### src/rtl/dx_spi_ctrl.sv
// dx_spi_ctrl -- two-requester SPI master (mode 0, MSB first).
//
// Purpose: arbitrates between two requesters, then runs one SPI
// transaction per accept: SETUP -> SHIFT -> HOLD -> GAP -> IDLE. Each of
// SETUP, HOLD and GAP lasts CLK_DIV cycles. SHIFT lasts 2*DATA_WIDTH*CLK_DIV
// cycles. The captured miso word is returned with a one-cycle rsp_valid pulse
// on the first GAP cycle.
//
// Build option: define DX_SPI_CTRL_RR_EN for round-robin arbitration.
// Without it, req0 has fixed priority over req1 and there is no last-grant
// register.
//
// Ports:
//   clk, rst_n                 clock, asynchronous active-low reset
//   reqN_valid/ready/cs/data   requester N (N=0,1) transaction handshake
//   rsp_valid/rsp_id/rsp_data  response pulse, owner id, captured miso word
//   sclk, mosi, miso, csn      SPI pins (csn active low, one per target)
//   busy                       high whenever the FSM is not IDLE
//
// Handshake: a transfer happens on a rising clk edge when reqN_valid and
// reqN_ready are both high. reqN_ready is combinational from the valids.
// It is only high in IDLE, and only for the granted requester. The
// requester must not depend on ready before asserting valid.
//
// DATA_WIDTH must be at least 2, and CLK_DIV must be in the range 1..255.
module dx_spi_ctrl #(
  parameter int CSN_NUM    = 8,
  parameter int CS_WIDTH   = 3,
  parameter int DATA_WIDTH = 16,
  parameter int CLK_DIV    = 4
) (
  input  logic                  clk,
  input  logic                  rst_n,
  input  logic                  req0_valid,
  output logic                  req0_ready,
  input  logic [CS_WIDTH-1:0]   req0_cs,
  input  logic [DATA_WIDTH-1:0] req0_data,
  input  logic                  req1_valid,
  output logic                  req1_ready,
  input  logic [CS_WIDTH-1:0]   req1_cs,
  input  logic [DATA_WIDTH-1:0] req1_data,
  output logic                  rsp_valid,
  output logic                  rsp_id,
  output logic [DATA_WIDTH-1:0] rsp_data,
  output logic                  sclk,
  output logic                  mosi,
  input  logic                  miso,
  output logic [CSN_NUM-1:0]    csn,
  output logic                  busy
);

  typedef enum logic [2:0] {IDLE, SETUP, SHIFT, HOLD, GAP} state_t;

  localparam int HALF_W = $clog2(2 * DATA_WIDTH);
  localparam logic [HALF_W-1:0] HALF_LAST = HALF_W'(2 * DATA_WIDTH - 1);
  localparam logic [7:0] CNT_LOAD = 8'(CLK_DIV - 1);

  state_t                state_q, state_d;
  logic [7:0]            cnt_q, cnt_d;
  logic [HALF_W-1:0]     half_q, half_d;
  logic                  id_q, id_d;
  logic                  bad_q, bad_d;
  logic [DATA_WIDTH-2:0] tx_q, tx_d;   // bits still to send after mosi
  logic [DATA_WIDTH-1:0] rx_q, rx_d;
  logic [CSN_NUM-1:0]    csn_q, csn_d;
  logic                  sclk_q, sclk_d;
  logic                  mosi_q, mosi_d;
  logic                  rsp_valid_q, rsp_valid_d;
  logic                  rsp_id_q, rsp_id_d;
  logic [DATA_WIDTH-1:0] rsp_data_q, rsp_data_d;
  logic                  busy_q, busy_d;

  // Grant selection.
  logic                  any_valid;
  logic                  grant_id;
  logic [CS_WIDTH-1:0]   grant_cs;
  logic [DATA_WIDTH-1:0] grant_data;
  logic                  grant_bad;
  logic [CSN_NUM-1:0]    grant_csn;

`ifdef DX_SPI_CTRL_RR_EN
  logic last_q, last_d;
  // When both requesters are valid, the one not granted last wins.
  always_comb begin
    if (req0_valid && req1_valid) grant_id = ~last_q;
    else                          grant_id = req1_valid;
  end
`else
  always_comb grant_id = req1_valid && !req0_valid;
`endif

  always_comb begin
    any_valid  = req0_valid || req1_valid;
    grant_cs   = grant_id ? req1_cs   : req0_cs;
    grant_data = grant_id ? req1_data : req0_data;
    // An index past the last chip select addresses nothing. The transaction
    // still runs with full timing, but its response data is forced to zero.
    grant_bad  = 32'(grant_cs) >= 32'(CSN_NUM);
    for (int i = 0; i < CSN_NUM; i++) grant_csn[i] = (32'(grant_cs) != 32'(i));
  end

  assign req0_ready = (state_q == IDLE) && any_valid && !grant_id;
  assign req1_ready = (state_q == IDLE) && any_valid &&  grant_id;

  always_comb begin
    state_d     = state_q;
    cnt_d       = cnt_q;
    half_d      = half_q;
    id_d        = id_q;
    bad_d       = bad_q;
    tx_d        = tx_q;
    rx_d        = rx_q;
    csn_d       = csn_q;
    sclk_d      = sclk_q;
    mosi_d      = mosi_q;
    rsp_valid_d = 1'b0;
    rsp_id_d    = rsp_id_q;
    rsp_data_d  = rsp_data_q;
`ifdef DX_SPI_CTRL_RR_EN
    last_d      = last_q;
`endif
    unique case (state_q)
      IDLE: begin
        if (any_valid) begin
          state_d = SETUP;
          cnt_d   = CNT_LOAD;
          id_d    = grant_id;
          bad_d   = grant_bad;
          csn_d   = grant_csn;
          mosi_d  = grant_data[DATA_WIDTH-1];
          tx_d    = grant_data[DATA_WIDTH-2:0];
`ifdef DX_SPI_CTRL_RR_EN
          last_d  = grant_id;
`endif
        end
      end
      SETUP: begin
        if (cnt_q == 8'd0) begin
          // The first rising sclk edge coincides with SHIFT entry, so the
          // last SHIFT half-period is low and SHIFT ends with sclk low.
          state_d = SHIFT;
          cnt_d   = CNT_LOAD;
          half_d  = '0;
          sclk_d  = 1'b1;
          rx_d    = {rx_q[DATA_WIDTH-2:0], miso};
        end else begin
          cnt_d = cnt_q - 8'd1;
        end
      end
      SHIFT: begin
        if (cnt_q != 8'd0) begin
          cnt_d = cnt_q - 8'd1;
        end else if (half_q == HALF_LAST) begin
          state_d = HOLD;
          cnt_d   = CNT_LOAD;
          mosi_d  = 1'b0;
        end else begin
          cnt_d  = CNT_LOAD;
          half_d = half_q + HALF_W'(1);
          sclk_d = ~sclk_q;
          if (sclk_q) begin
            // Falling edge: present the next bit.
            mosi_d = tx_q[DATA_WIDTH-2];
            tx_d   = tx_q << 1;
          end else begin
            // Rising edge: sample miso into the LSB.
            rx_d = {rx_q[DATA_WIDTH-2:0], miso};
          end
        end
      end
      HOLD: begin
        if (cnt_q == 8'd0) begin
          state_d     = GAP;
          cnt_d       = CNT_LOAD;
          csn_d       = '1;
          rsp_valid_d = 1'b1;
          rsp_id_d    = id_q;
          rsp_data_d  = bad_q ? '0 : rx_q;
        end else begin
          cnt_d = cnt_q - 8'd1;
        end
      end
      GAP: begin
        if (cnt_q == 8'd0) state_d = IDLE;
        else               cnt_d   = cnt_q - 8'd1;
      end
      default: state_d = IDLE;
    endcase
    busy_d = (state_d != IDLE);
  end

  always_ff @(posedge clk or negedge rst_n) begin
    if (!rst_n) begin
      state_q     <= IDLE;
      cnt_q       <= '0;
      half_q      <= '0;
      id_q        <= 1'b0;
      bad_q       <= 1'b0;
      tx_q        <= '0;
      rx_q        <= '0;
      csn_q       <= '1;
      sclk_q      <= 1'b0;
      mosi_q      <= 1'b0;
      rsp_valid_q <= 1'b0;
      rsp_id_q    <= 1'b0;
      rsp_data_q  <= '0;
      busy_q      <= 1'b0;
`ifdef DX_SPI_CTRL_RR_EN
      last_q      <= 1'b1;
`endif
    end else begin
      state_q     <= state_d;
      cnt_q       <= cnt_d;
      half_q      <= half_d;
      id_q        <= id_d;
      bad_q       <= bad_d;
      tx_q        <= tx_d;
      rx_q        <= rx_d;
      csn_q       <= csn_d;
      sclk_q      <= sclk_d;
      mosi_q      <= mosi_d;
      rsp_valid_q <= rsp_valid_d;
      rsp_id_q    <= rsp_id_d;
      rsp_data_q  <= rsp_data_d;
      busy_q      <= busy_d;
`ifdef DX_SPI_CTRL_RR_EN
      last_q      <= last_d;
`endif
    end
  end

  assign rsp_valid = rsp_valid_q;
  assign rsp_id    = rsp_id_q;
  assign rsp_data  = rsp_data_q;
  assign sclk      = sclk_q;
  assign mosi      = mosi_q;
  assign csn       = csn_q;
  assign busy      = busy_q;

endmodule

### config.mk
export PLATFORM = sky130hd
export DESIGN_NAME = dx_spi_ctrl
export DESIGN_NICKNAME = d
export VERILOG_FILES = /design/src/rtl/dx_spi_ctrl.sv
export SDC_FILE = /design/constraint.sdc
export NUM_CORES = 1
export LEC_CHECK = 0
export CAP_MARGIN = 25
export CORE_MARGIN = 1.5
export CORE_UTILIZATION = 40
export CTS_CLUSTER_DIAMETER = 80
export CTS_CLUSTER_SIZE = 16
export DETAILED_ROUTE_END_ITERATION = 10
export DONT_BUFFER_PORTS = 1
export GPL_TIMING_DRIVEN = 0
export PLACE_DENSITY = 0.57
export SLEW_MARGIN = 25
export SYNTH_ARGS = -nofsm -noshare
export SYNTH_HDL_FRONTEND = slang
export SYNTH_SLANG_ARGS = --single-unit
### constraint.sdc
create_clock -name clk -period 3 [get_ports clk]
set_input_delay 0.6 -clock clk [delete_from_list [all_inputs] [get_ports clk]]
set_output_delay 0.6 -clock clk [all_outputs]
set_load 0.1 [all_outputs]
# Yosys cells after proc, flatten, opt, wreduce, memory -nomap -nowiden
# Cells that the tools add are included.
[totals]
reg_bits = 77
input_bits = 43
out_inout_bits = 31
[classes]
n_addsub = 2
eq_ne = 21
mux = 42
bitwise = 1
reduce_logical = 25
[ops]
columns = ["cell", "count"]
rows = [
  ["two-way mux 16 bit", 5],
  ["two-way mux 15 bit", 4],
  ["two-way mux 8 bit", 6],
  ["one-hot mux 16 bit (2 select lines)", 1],
  ["one-hot mux 8 bit (4 select lines)", 1],
  ["one-hot mux 15 bit (2 select lines)", 1],
  ["two-way mux 3 bit", 7],
  ["inequality test 2 bit, second input constant", 8],
  ["one-hot mux 8 bit (2 select lines)", 1],
  ["two-way mux 5 bit", 3],
  ["inequality test 3 bit, second input constant", 5],
  ["one-hot mux 3 bit (5 select lines)", 1],
  ["one-hot mux 5 bit (2 select lines)", 1],
  ["AND reduction 5 bit", 2],
  ["two-way mux 1 bit", 9],
  ["zero test 8 bit", 1],
  ["AND reduction 4 bit", 2],
  ["nonzero test 8 bit", 1],
  ["subtractor 8 x 1 -> 8 bit, second input constant", 1],
  ["equality test 3 x 2 -> 1 bit, second input constant", 2],
  ["inequality test 3 x 2 -> 1 bit, second input constant", 2],
  ["AND reduction 3 bit", 2],
  ["nonzero test 2 bit", 3],
  ["nonzero test 3 bit", 2],
  ["14 further kinds", 20],
]

# Logic depth before layout (Yosys ltp)
[depth]
word_depth = 6
depth_mapped = 9

# Worst setup path after synthesis
# No wires, ideal clock.
[synth_timing]
kind = "input to output"
startpoint = "input port req1_valid"
endpoint = "output port req1_ready"
arrival_time_ps = 2018
required_time_ps = 2400
slack_ps = 382
path_stages = 4
n_path_buf = 2
path_cell_list = "nor2b_1 > buf_2 > buf_1 > and2_1"
[synth_between]
elab_chain_cells = 3
word_cells_on_any_way = 4
classes_between = "reduce/logical: 4"
[synth_lines]
columns = ["item", "line_no", "text"]
rows = [
  ["start, declared", "38", "input logic req1_valid,"],
  ["logical OR 1 bit", "93", "any_valid = req0_valid || req1_valid;"],
  ["logical AND 1 bit", "103", "assign req1_ready = (state_q == IDLE) && any_valid && grant_id;"],
  ["logical AND 1 bit *", "103", ""],
  ["end, declared", "39", "output logic req1_ready,"],
]
# Mark *: on every way between the ends. The rest lies on a longest branch, timed or not.

# Worst setup path in the final report
# Same ends and word-level chain as after synthesis.

==> run_results.csv <==
group,metric,value,unit
clocking,clockBufferDepth,2,
floorplanning,io_pins,74,
global_route,grt_pass1_vias,2443,
clocking,hold_buffers,1,
pwr,intPower,1490,uW
critical_path,worstSetupStartpoint,"req1_valid",
clocking,h-tree-depth,3,
placed_design,place_congestion,0.805,
route,drc,0,
critical_path,crit_path_start_kind,"input pin",
pwr,p_leak,0.00197,uW
cells_and_area,syn_to_final_growth,9.89,%
min_path,hold_class,"in2async",
synth,synth_nets,383,
floorplanning,die_h,100,um
timing,period_minus_slack,2.83,ns
critical_path,crit_family,"simple AND/OR/NAND/NOR gates",
timing,hold_viol_final,0,
critical_path,r2r.worst_path.cells,6,
critical_path,crit_path_end_kind,"output port",
timing,period_share,94.2,%
route,first_pass_iters,4,
global_route,grt_max_degree,70,
global_route,antenna_found_initial,0,
timing,tightest_slew,1.03,ns
synth,synth.area.top_cells,"dfrtp_1, mux2_2, dfstp_2",
pwr,combinationalPowerShare,4.1,%
global_route,grt_pass1_wl,12.5,mm
route,first_iter_violations,55,
critical_path,critPathCapture,"req1_ready",
timing,grt_setup_unrepaired,"no",
clocking,cts_resized,0,
cells_and_area,final_common_cell,"dfrtp_1",
pwr,p_sw_share,26.0,%
critical_path,arrival,2.23,ns
route,wl_per_cell,16.0,um
cells_and_area,final_cell_mix,"dfrtp_1, nor2_1, mux2_2",
synth,syn_area,3770,sq um
clocking,cts_buffers,9,
floorplanning,start_util,41.0,%
synth,synth-seq-area-share,51.4,%
placed_design,place_hpwl,5.04,mm
cells_and_area,antennaDiodeCount,0,
synth,yosysTopAreaCellShare,45.8,%
timing,fin_skew,0.00695,ns
route,detail_route.vias_per_cell,5.43,
synth,ys_warn_count,0,
critical_path,reg2reg_from,"sclk",
pwr,ir_drop,0.283,mV
route,via_count,2521,
critical_path,cp.depth,4,
floorplanning,die_area,10000,sq um
placed_design,pre_cts_slack,0.133,ns
cells_and_area,nets,395,
synth,synth_area_per_cell,11.2,sq um
clocking,cts_tree,"done",
floorplanning,rows,35,
timing,setup_ws,0.173,ns
timing,max_clock_freq,0.354,GHz
critical_path,path_buf_inv,2,
critical_path,worstReg2RegEnd,"tx_q[14]",
critical_path,critical_path_required,2.40,ns
route,drtAntennaViolNets,0,
synth,ys_types,47,
critical_path,crit_slowest_cell,"and2_1",
global_route,grt_use_total,15.9,%
clocking,root_buffer,"clkbuf_8",
pwr,switchingPower,525,uW
floorplanning,core,9200,sq um
placed_design,io_buffers,0,
clocking,cts_setup_buffers,0,
timing,slew_headroom,31.1,%
synth,yosys.area.top_type,"dfrtp_1",
route,wirelength,7.42,mm
pwr,power_frac_seq,55.5,%
pwr,p_clk_share,40.4,%
critical_path,path_cells,"nor2b_1 > buf_2 > buf_1 > and2_1",
timing,setup_tns,0,ns
cells_and_area,nFillCells,864,
synth,synthCells,336,
clocking,cts_sinks,77,
job,cap_violations,0,
clocking,path_clk_slew,0.09,ns
critical_path,crit_path_max_fanout,10,
pwr,powerDensity,487,nW/um^2
global_route,grt-ovfl-total,0,
timing,finalSetupViolations,0,
critical_path,slowest_delay,0.88,ns
clocking,insertion_delay,0.35,ns
synth,synth-seq-cells,77,
critical_path,path_class,"in2out",
run_status,status,"finished clean",
critical_path,r2r_setup_slack,0.46,ns
floorplanning,die_w,100,um
cells_and_area,drive_gt1_share,23.2,%
timing,slew_viol_final,0,
[power by group through the flow]
stage	logic, uW	clock network, uW	registers [uW]
after global placement	61.4	0	1140
after detailed placement	62.7	0	1140
after global routing	94.5	888	1120
final	82.5	817	1120
after floorplan	53.1	0	1140
after CTS	86.1	843	1120
[per-layer routing]
metal	routed length (um)	share of wire [%]	track usage, %
met5	0	0	0
met4	106	1.4	6.50
met3	500	6.7	4.32
met2	3300	44	24.0
met1	3520	47	21.7
[logic make-up (layout without fill, tap and decap cells)]
| group | Yosys count | count (layout) | share of synthesized area, % |
|---|---|---|---|
| DFF | 77 | 77 | 51.4 |
| AOI/OAI and AO/OA | 80 | 80 | 14.2 |
| adders and majority gates | 4 | 4 | 1.33 |
| and+or+nand+nor | 91 | 91 | 12.4 |
| buffers and inverters | 26 | 43 | 3.35 |
| xor gates and xnor gates | 7 | 7 | 1.63 |
| muxes | 51 | 51 | 15.7 |
[worst register-to-register path, stage by stage, from the launching register on]
cell and delay (ns):
dfrtp_1 1.03, inv_1 0.15, a2111oi_0 0.59, nand2b_1 0.16, buf_2 0.22, a211oi_1 0.23
a21o_1 0.11
[per-stage QoR]
step	hold slack (ns)	utilization [%]	area, sq um	power, uW	std cells
finish	0.0835	45.1	4140	2020	464
global route	0.0579	45.1	4140	2110	464
CTS	0.0692	45.1	4140	2050	464
detailed placement	0.309	42.5	3910	1200	447
global placement	0.310	42.5	3910	1200	447
floorplan	0.304	-	3770	1190	336
[flip-flops by register name, indices dropped and copies added, names as in the netlist]
signal and flops:
rsp_data 16, rx_q 16, tx_q 15, cnt_q 8, csn 8, half_q 5, state_q 3, busy 1
id_q 1, mosi 1, rsp_id 1, rsp_valid 1, sclk 1
[how the worst min path moves through the flow]
stage	startpoint	end	slack (ns)	cells past startpoint
2_1_floorplan	rst_n	busy	0.30	0
3_3_place_gp	rst_n	tx_q[2]	0.31	0
3_5_place_dp	rst_n	state_q[1]	0.31	0
4_1_cts	rst_n	csn[7]	0.07	0
5_1_grt	rst_n	csn[7]	0.06	0
6_report	rst_n	csn[7]	0.08	0
[layout make-up]
| cell class | instances | area (sq um) | share of cell area, % |
|---|---|---|---|
| sequential | 77 | 1940 | 46.7 |
| timing repair buffer | 1 | 27.5 | 0.664 |
| multi-input combinational | 233 | 1710 | 41.2 |
| buffer | 18 | 96.3 | 2.32 |
| clock buffer | 9 | 124 | 2.99 |
| inverter | 8 | 30.0 | 0.725 |
| tap | 111 | 139 | 3.35 |
| clock inverter | 7 | 82.6 | 1.99 |
[cells in the mapped netlist, drive strengths merged]
library cell,instances
a2111oi,1
a211oi,14
a21o,15
a21oi,17
a22oi,1
a31oi,6
and2,4
and2b,1
and3,3
buf,14
clkbuf,4
dfrtp,69
dfstp,8
ha,4
inv,8
mux2,34
mux2i,17
nand2,11
nand2b,3
nand3,2
nand4,4
nor2,44
nor2b,2
nor3,5
nor3b,4
nor4,2
nor4b,1
o211ai,4
o21a,1
o21ai,17
o221ai,1
o311ai,1
o31ai,2
or2,3
or3b,2
xor2,7
No activity file was read; power rests on OpenSTA's default activity.
